==> src/rtl/elevator_pkg.sv <==
// Shared types and constants for the elevator scheduler and its door timer.
package elevator_pkg;
  localparam int N_FLOORS = 4;
  localparam int FLOOR_W  = 2;

  localparam logic DIR_UP   = 1'b0;
  localparam logic DIR_DOWN = 1'b1;

  typedef enum logic [1:0] {
    ST_IDLE     = 2'd0,
    ST_DISPATCH = 2'd1,
    ST_MOVING   = 2'd2,
    ST_DOOR     = 2'd3
  } state_t;

  function automatic logic [N_FLOORS-1:0] floor_onehot(input logic [FLOOR_W-1:0] f);
    return N_FLOORS'(1) << f;
  endfunction
endpackage

==> src/rtl/door_timer.sv <==
// Door dwell countdown: load restarts a DWELL_CYCLES window, expire pulses in its last cycle.
module door_timer #(
  parameter int DWELL_CYCLES = 100_000_000
) (
  input  logic clk,
  input  logic reset_p,
  input  logic load,
  output logic expire
);
  localparam int CNT_W = (DWELL_CYCLES > 1) ? $clog2(DWELL_CYCLES) : 1;

  logic [CNT_W-1:0] cnt;
  logic             running;

  always_ff @(posedge clk) begin
    if (reset_p) begin
      cnt     <= '0;
      running <= 1'b0;
    end else if (load) begin
      cnt     <= CNT_W'(DWELL_CYCLES - 1);
      running <= 1'b1;
    end else if (running) begin
      if (cnt == '0) running <= 1'b0;
      else           cnt     <= cnt - 1'b1;
    end
  end

  // A reload in the final cycle wins over expiry so the door stays open.
  assign expire = running && (cnt == '0) && !load;
endmodule

==> src/rtl/elevator_scheduler.sv <==
// SCAN-style elevator scheduler: latches floor calls, issues moves to the stepper
// sequencer, and holds the door open for a dwell period at each served floor.
module elevator_scheduler
  import elevator_pkg::*;
#(
  parameter int NUM_FLOORS   = 4,
  parameter int DWELL_CYCLES = 100_000_000
) (
  input  logic                  clk,
  input  logic                  reset_p,
  input  logic [NUM_FLOORS-1:0] call_pe,
  input  logic                  move_busy,
  input  logic                  move_done,
  output logic                  move_start,
  output logic                  move_dir,
  output logic [FLOOR_W-1:0]    move_dist,
  output logic [FLOOR_W-1:0]    cur_floor,
  output logic [NUM_FLOORS-1:0] pending,
  output logic                  door_open,
  output logic [NUM_FLOORS-1:0] floor_led,
  output state_t                state_dbg
);
  // Sequencer handshake: move_start is a one-cycle command issued only while
  // move_busy is low; move_done is a one-cycle completion pulse honoured only in MOVING.
  state_t                state, state_n;
  logic [NUM_FLOORS-1:0] pending_n, cur_hot, latch_mask;
  logic [FLOOR_W-1:0]    cur_floor_n, target, target_n, move_dist_n;
  logic                  sweep_dir, sweep_dir_n, move_start_n, move_dir_n;
  logic                  call_cur, timer_load, timer_expire;

  logic                  has_up, has_down, go_down;
  logic [FLOOR_W-1:0]    up_tgt, down_tgt, sel_tgt, sel_dist;

  door_timer #(.DWELL_CYCLES(DWELL_CYCLES)) u_door_timer (
    .clk    (clk),
    .reset_p(reset_p),
    .load   (timer_load),
    .expire (timer_expire)
  );

  // Nearest pending floor above and below the current floor.
  always_comb begin
    has_up   = 1'b0;
    has_down = 1'b0;
    up_tgt   = cur_floor;
    down_tgt = cur_floor;
    for (int i = 0; i < NUM_FLOORS; i++) begin
      if (pending[i] && (i > int'(cur_floor)) && !has_up) begin
        has_up = 1'b1;
        up_tgt = FLOOR_W'(i);
      end
      if (pending[i] && (i < int'(cur_floor))) begin
        has_down = 1'b1;
        down_tgt = FLOOR_W'(i);
      end
    end
    go_down  = (sweep_dir == DIR_DOWN) ? has_down : !has_up;
    sel_tgt  = go_down ? down_tgt : up_tgt;
    sel_dist = go_down ? (cur_floor - down_tgt) : (up_tgt - cur_floor);
  end

  always_comb begin
    state_n      = state;
    cur_floor_n  = cur_floor;
    sweep_dir_n  = sweep_dir;
    target_n     = target;
    move_start_n = 1'b0;
    move_dir_n   = move_dir;
    move_dist_n  = move_dist;
    timer_load   = 1'b0;
    cur_hot      = floor_onehot(cur_floor);
    call_cur     = |(call_pe & cur_hot);
    // A call for the floor the car is parked at is served by the door, not latched.
    latch_mask   = ((state == ST_IDLE) || (state == ST_DOOR)) ? ~cur_hot : '1;
    pending_n    = pending | (call_pe & latch_mask);

    case (state)
      ST_IDLE: begin
        if (call_cur) begin
          state_n    = ST_DOOR;
          timer_load = 1'b1;
        end else if (pending_n != '0) begin
          state_n = ST_DISPATCH;
        end
      end
      ST_DISPATCH: begin
        if (move_busy) begin
          state_n = ST_DISPATCH;
        end else if ((pending & cur_hot) != '0) begin
          pending_n  = pending_n & ~cur_hot;
          state_n    = ST_DOOR;
          timer_load = 1'b1;
        end else if (pending == '0) begin
          state_n = ST_IDLE;
        end else begin
          move_start_n = 1'b1;
          move_dir_n   = go_down ? DIR_DOWN : DIR_UP;
          move_dist_n  = sel_dist;
          sweep_dir_n  = go_down ? DIR_DOWN : DIR_UP;
          target_n     = sel_tgt;
          state_n      = ST_MOVING;
        end
      end
      ST_MOVING: begin
        if (move_done) begin
          cur_floor_n = target;
          pending_n   = pending_n & ~floor_onehot(target);
          state_n     = ST_DOOR;
          timer_load  = 1'b1;
        end
      end
      ST_DOOR: begin
        if (call_cur)          timer_load = 1'b1;
        else if (timer_expire) state_n    = ST_IDLE;
      end
      default: state_n = ST_IDLE;
    endcase
  end

  always_ff @(posedge clk) begin
    if (reset_p) begin
      state      <= ST_IDLE;
      cur_floor  <= '0;
      pending    <= '0;
      sweep_dir  <= DIR_UP;
      target     <= '0;
      move_start <= 1'b0;
      move_dir   <= 1'b0;
      move_dist  <= '0;
      door_open  <= 1'b0;
      floor_led  <= floor_onehot('0);
    end else begin
      state      <= state_n;
      cur_floor  <= cur_floor_n;
      pending    <= pending_n;
      sweep_dir  <= sweep_dir_n;
      target     <= target_n;
      move_start <= move_start_n;
      move_dir   <= move_dir_n;
      move_dist  <= move_dist_n;
      door_open  <= (state_n == ST_DOOR);
      floor_led  <= floor_onehot(cur_floor_n);
    end
  end

  assign state_dbg = state;
endmodule
==> config.mk <==
export PLATFORM = sky130hd
export DESIGN_NAME = elevator_scheduler
export DESIGN_NICKNAME = d
export VERILOG_FILES = /design/src/rtl/elevator_pkg.sv /design/src/rtl/door_timer.sv /design/src/rtl/elevator_scheduler.sv
export SDC_FILE = /design/constraint.sdc
export NUM_CORES = 1
export LEC_CHECK = 0
export CORE_UTILIZATION = 45
export DETAILED_ROUTE_END_ITERATION = 10
export GPL_TIMING_DRIVEN = 0
export SYNTH_ARGS = -nofsm -noshare
export SYNTH_HDL_FRONTEND = slang
export SYNTH_HIERARCHICAL = 1
export SYNTH_SLANG_ARGS = --single-unit
==> constraint.sdc <==
create_clock -name clk -period 3.1 [get_ports clk]
set_input_delay 0.775 -clock clk [delete_from_list [all_inputs] [get_ports clk]]
set_output_delay 0.775 -clock clk [all_outputs]
set_load 0.005 [all_outputs]
* Word-level counts from Yosys, hierarchy flattened
Cells that the tools add are included.
** Operators by class
- Add/subtract/negate cells :: 3
- Magnitude comparators :: 6
- Equal/unequal tests :: 5
- Shift-type cells :: 3
- Multiplexer cells :: 44
- Bitwise logic cells :: 13
- Reductions and logical operators :: 28
** Operators with widths (count)
- two-way mux 27 bit :: 3
- two-way mux 2 bit :: 18
- logical NOT 27 bit :: 1
- subtractor 27 x 1 -> 27 bit (second input constant) :: 1
- AND 4 bit :: 5
- two-way mux 1 bit :: 16
- two-way mux 4 bit :: 4
- left shift 1 x 2 -> 4 bit (first input constant) :: 3
- logical AND 1 bit :: 10
- NOT 4 bit :: 2
- case mux 2 bit (4 select lines) :: 1
- case mux 4 bit (2 select lines) :: 1
- nonzero test 4 bit :: 2
- OR reduction 4 bit :: 2
- equality test 2 bit (second input constant) :: 3
- NOT 1 bit :: 5
- > comparator 2 bit (first input constant) :: 2
- logical NOT 1 bit :: 4
- logical NOT 4 bit :: 1
- less-than comparator 1 x 2 -> 1 bit (first input constant) :: 2
- OR 4 bit :: 1
- AND reduction 2 bit :: 2
- AND reduction 4 bit :: 1
- OR reduction 2 bit :: 2
- other kinds (9) :: 10
** Word-level totals
- Flip-flop bits (word level) :: 47
- Input bits :: 8
- Output and inout bits :: 17
- Word-level logic and storage cells :: 114

* Logic depth before layout (Yosys ltp)
Gate-level depths: netlist (run 1).
- Word-level depth :: 12
- Gate-level depth with buffers :: 11
- Mapped depth without buffers :: 11

* Cells and area by module
Netlist (run 1), hierarchy kept.
** By module, submodules not included
- door_timer :: instances 1, cells an instance 166, area an instance 1477.7 um^2, seq. area each 560.5 um^2
- elevator_scheduler :: instances 1, cells an instance 139, area an instance 1226.2 um^2, seq. area each 380.4 um^2

* Worst setup path after synthesis (run 1)
Ideal clock, no wire load.
- Kind :: input to register
- Start :: input port call_pe[3]
- End :: register door_open
- Library setup time :: 0.126 ns
- Arrival :: 2.317 ns
- Required time :: 2.974 ns
- Setup slack :: 0.657 ns
- Stages :: 9
- Path buffers :: 0
- Path through :: mux4_2 > a221oi_1 > a21oi_1 > nor3_1 > nand2b_1 > o221ai_1 > nand4b_1 > o31ai_1 > nor2b_1
** Between the ends
- Longest elaborated chain between the ends :: 10
- Elaborated cells between the ends (all ways) :: 15
- Those cells by class :: 1 x eq/ne; 7 x mux; 3 x bitwise; 4 x reduce/logical
** RTL lines
- start, declared :: RTL line elevator_scheduler.sv:11 : input logic [NUM_FLOORS-1:0] call_pe,
- AND 4 bit :: RTL line elevator_scheduler.sv:72 : call_cur = |(call_pe & cur_hot);
- OR reduction 4 bit :: RTL line elevator_scheduler.sv:72
- two-way mux 1 bit :: RTL line elevator_scheduler.sv:79, elevator_scheduler.sv:113
- case mux 1 bit (3 select lines) :: RTL line elevator_scheduler.sv:77 : case (state)
- named net timer_load :: RTL line elevator_scheduler.sv:29 : logic call_cur, timer_load, timer_expire;
- logical NOT 1 bit :: RTL line door_timer.sv:29 : assign expire = running && (cnt == '0) && !load;
- logical AND 1 bit :: RTL line door_timer.sv:29
- named net timer_expire :: RTL line elevator_scheduler.sv:29
- two-way mux 2 bit :: RTL line elevator_scheduler.sv:114 : else if (timer_expire) state_n = ST_IDLE;
- two-way mux 2 bit :: RTL line elevator_scheduler.sv:113 : if (call_cur) timer_load = 1'b1;
- case mux 2 bit (4 select lines) :: RTL line elevator_scheduler.sv:77
- equality test 2 bit :: RTL line elevator_scheduler.sv:141 : door_open <= (state_n == ST_DOOR);
- end signal, assigned :: RTL line elevator_scheduler.sv:141
- end, declared :: RTL line elevator_scheduler.sv:19 : output logic door_open,
The timed path passes the listed nets, and every way through them passes these cells.
A chain may end at the register's enable or synchronous reset.

* Worst setup path after layout (run 1)
- Start :: input port call_pe[3]
- End :: register state[0] (netlist: state_dbg[0])
** Between the ends
- Longest elaborated chain between the ends :: 9
- Elaborated cells between the ends (all ways) :: 14
- Those cells by class :: 7 x mux; 3 x bitwise; 4 x reduce/logical
** RTL lines
- AND 4 bit :: RTL line elevator_scheduler.sv:72
- OR reduction 4 bit :: RTL line elevator_scheduler.sv:72
- two-way mux 1 bit :: RTL line elevator_scheduler.sv:79, elevator_scheduler.sv:113
- case mux 1 bit (3 select lines) :: RTL line elevator_scheduler.sv:77
- named net timer_load :: RTL line elevator_scheduler.sv:29
- logical NOT 1 bit :: RTL line door_timer.sv:29
- logical AND 1 bit :: RTL line door_timer.sv:29
- named net timer_expire :: RTL line elevator_scheduler.sv:29
- two-way mux 2 bit :: RTL line elevator_scheduler.sv:114
- two-way mux 2 bit :: RTL line elevator_scheduler.sv:113
- case mux 2 bit (4 select lines) :: RTL line elevator_scheduler.sv:77
- end signal, assigned :: RTL line elevator_scheduler.sv:133 : state <= state_n;
- end, declared :: RTL line elevator_scheduler.sv:25 : state_t state, state_n;
The timed path passes the listed nets, and every way through them passes these cells.

==> metrics.yaml, run 1 <==
global_route:
  grt_pass1_wl_mm: 10.6
  grt.total_usage_pct: 21.3
  grt_max_degree: 15
  antenna_found_initial: 0
  grt_pass1_vias: 2231
  overflow: 0
cts:
  postCtsSetupBuffers: 0
  post_cts_resized: 0
  htreeDepth: 2
  clk_pin_slew_worst_paths_ns: 0.09
  cts_made_buffers: 5
  clock_sinks: 47
  cts_max_path_buffers: 2
  clockRootBuffer: "clkbuf_8"
  cts_hold_buf: 0
  clk_latency_ns: 0.30
  cts_tree: "built"
yosys:
  synth_seq_area_share_pct: 34.8
  yosysWarnings: 6
  synth_edf_count: 0
  netlist_top_cells_area: "dfxtp_1, a21oi_1, xnor2_1, nor2_1, xor2_1"
  synthFlopType: "dfxtp_1"
  syn-num-nets: 320
  syn_area_per_cell_um2: 8.87
  syn-cell-area_um2: 2700
  synth_top_area_share_pct: 34.8
  synth.distinct_cells: 67
  synth_top_area_cell: "dfxtp_1"
  synthCells: 305
  ys_seq_elements: 47
  ys_async_sr_fraction_pct: 0
pwr:
  powerDensity_nw_per_um2: 824
  comb_power_share_pct: 47.5
  total_leakage_power_nw: 1.04
  switching_share_pct: 43.0
  p_int_mw: 1.46
  p_sw_mw: 1.11
  clkPwrFrac_pct: 14.4
  pwr-share-seq_pct: 38.1
  peakVddDrop_uv: 342
min_path:
  min-delay-path-class: "reg2reg"
layout:
  fillers: 537
  mostFrequentLayoutCell: "dfxtp_1"
  diodes: 0
  final_cell_mix: "dfxtp_1, nor2_1, a21oi_1"
  syn_to_final_growth_pct: 15.4
  fin_nets: 351
  final_util_pct: 55.3
  final_area_um2: 3120
  drive_gt1_share_pct: 10.1
floorplanning:
  fp.coreArea_um2: 5640
  die_w_um: 79.5
  num_rows: 27
  die_height_um: 79.5
  initial_core_util_pct: 47.9
  dieArea_um2: 6320
  ios: 25
place:
  placed_area_um2: 3030
  place_ws_ns: -0.0526
  port_buffers: 24
  hpwl_mm: 4.60
  gp_congestion: 0.832
route:
  wl_per_cell_um: 15.2
  drtIter0Drc: 90
  vias: 2363
  routed_via_density: 5.78
  ant_nets: 0
  drcViolationCount: 0
  wirelength_mm: 6.23
  drt_first_pass_iters: 4
setup_path:
  end_kind: "flop"
  startpoint_type: "input port"
  crit_arrival_ns: 3.05
  worstSetupPathType: "in2reg"
  critPathRequiredTime_ns: 3.27
  path_max_fanout: 5
timing:
  drv_slew: 0
  slew_headroom_pct: 52.1
  fin_ws_ns: 0.218
  fin_skew_ns: 0.00969
  setup_violations: 0
  final_hold_viol_count: 0
  worst_pin_slew_ns: 0.708
  tns_ns: 0
  grt_setup_unrepaired: "false"
  period_needed_ns: 2.88
  max_freq_ghz: 0.347
  finalCritPeriodShare_pct: 93.0
run_status:
  status: "finished clean"
flow_run:
  cap_violations: 0
-- registers in the layout, indices dropped and copies added (netlist names) --
| signal | cells |
|---|---|
| target | 2 |
| u_door_timer/cnt | 27 |
| door_open | 1 |
| floor_led | 4 |
| move_dist | 2 |
| sweep_dir | 1 |
| u_door_timer/running | 1 |
| cur_floor | 2 |
| pending | 4 |
| move_start | 1 |
| state_dbg | 2 |
-- routing by layer --
layer	GRT usage [%]	share of wire [%]	up-vias
li1	-	-	1207
met1	25.9	47	1127
met2	38.5	50	24
met3	3.09	1.9	5
met4	6.00	0.75	0
met5	0	0	-
-- stage by stage --
stage                     power, mW  std cells  hold slack (ns)
after floorplan                1.86        305            0.452
after global placement         2.19        401            0.470
after detailed placement       2.20        401            0.485
after CTS                      2.58        409            0.498
after global routing           2.79        409            0.516
final                          2.57        409            0.491
-- worst max-delay path, stage by stage --
cell             delay, ns
clkdlybuf4s50_1       0.45
mux4_2                0.54
a221oi_1              0.28
a21oi_1               0.15
nor3_1                0.30
nand2b_1              0.09
o221ai_1              0.15
nand4b_1              0.13
o31ai_1               0.12
nor2_1                0.07
-- power groups by stage --
stage / Clock [mW] / Sequential [mW] / Combinational [mW]
floorplan: 0 / 0.945 / 0.913
global placement: 0 / 0.988 / 1.20
detailed placement: 0 / 0.989 / 1.21
CTS: 0.390 / 0.977 / 1.22
global route: 0.418 / 1.01 / 1.36
finish: 0.370 / 0.979 / 1.22
-- kinds of logic (layout without fill, tap and decap cells) --
kind of cell,after synthesis,count (layout),share of synthesized area [%]
XOR/XNOR,24,24,7.77
flip-flops,47,47,34.8
adder cells (fa/ha/maj),7,7,3.24
buffers and inverters,24,56,4.44
AND/OR/NAND/NOR,118,118,26.6
multiplexers,5,5,2.78
AO/OA/AOI/OAI,80,80,20.4
-- Yosys cell counts (all sizes together), types with 8 or more instances --
master	n
nand2b	8
or3	9
nand2	14
dfxtp	47
nor4	10
nor2	27
a21oi	26
xor2	11
xnor2	13
inv	9
o21ai	10
nor3	13
-- area by class of cell --
type                            count  area (um^2)  area share [%]
Tap cell                           72         90.1            2.89
Inverter                           10         37.5            1.20
Sequential cell                    47          941            30.2
Clock inverter                      2         12.5           0.401
Buffer                             14         82.6            2.65
Timing Repair Buffer               24          240            7.70
Multi-Input combinational cell    234         1640            52.7
Clock buffer                        6         72.6            2.33
-- path summary, 6_finish.rpt --
check / start / end / slack [ns] / depth (start not counted)
setup / recovery: call_pe[3] / state_dbg[0] / 0.22 / 10
hold / removal: u_door_timer/cnt[26] / u_door_timer/cnt[26] / 0.49 / 2
setup reg to reg: u_door_timer/cnt[0] / state_dbg[0] / 0.33 / 11
hold reg to reg: u_door_timer/cnt[26] / u_door_timer/cnt[26] / 0.49 / 2
Power figures use the tool's default switching activity.
==> inputs of run 2 (changes only) <==
ABC_AREA = 0   (was default)
==> results of run 2 <==
Final layout, timing and power as in run 1 (identical DEF).
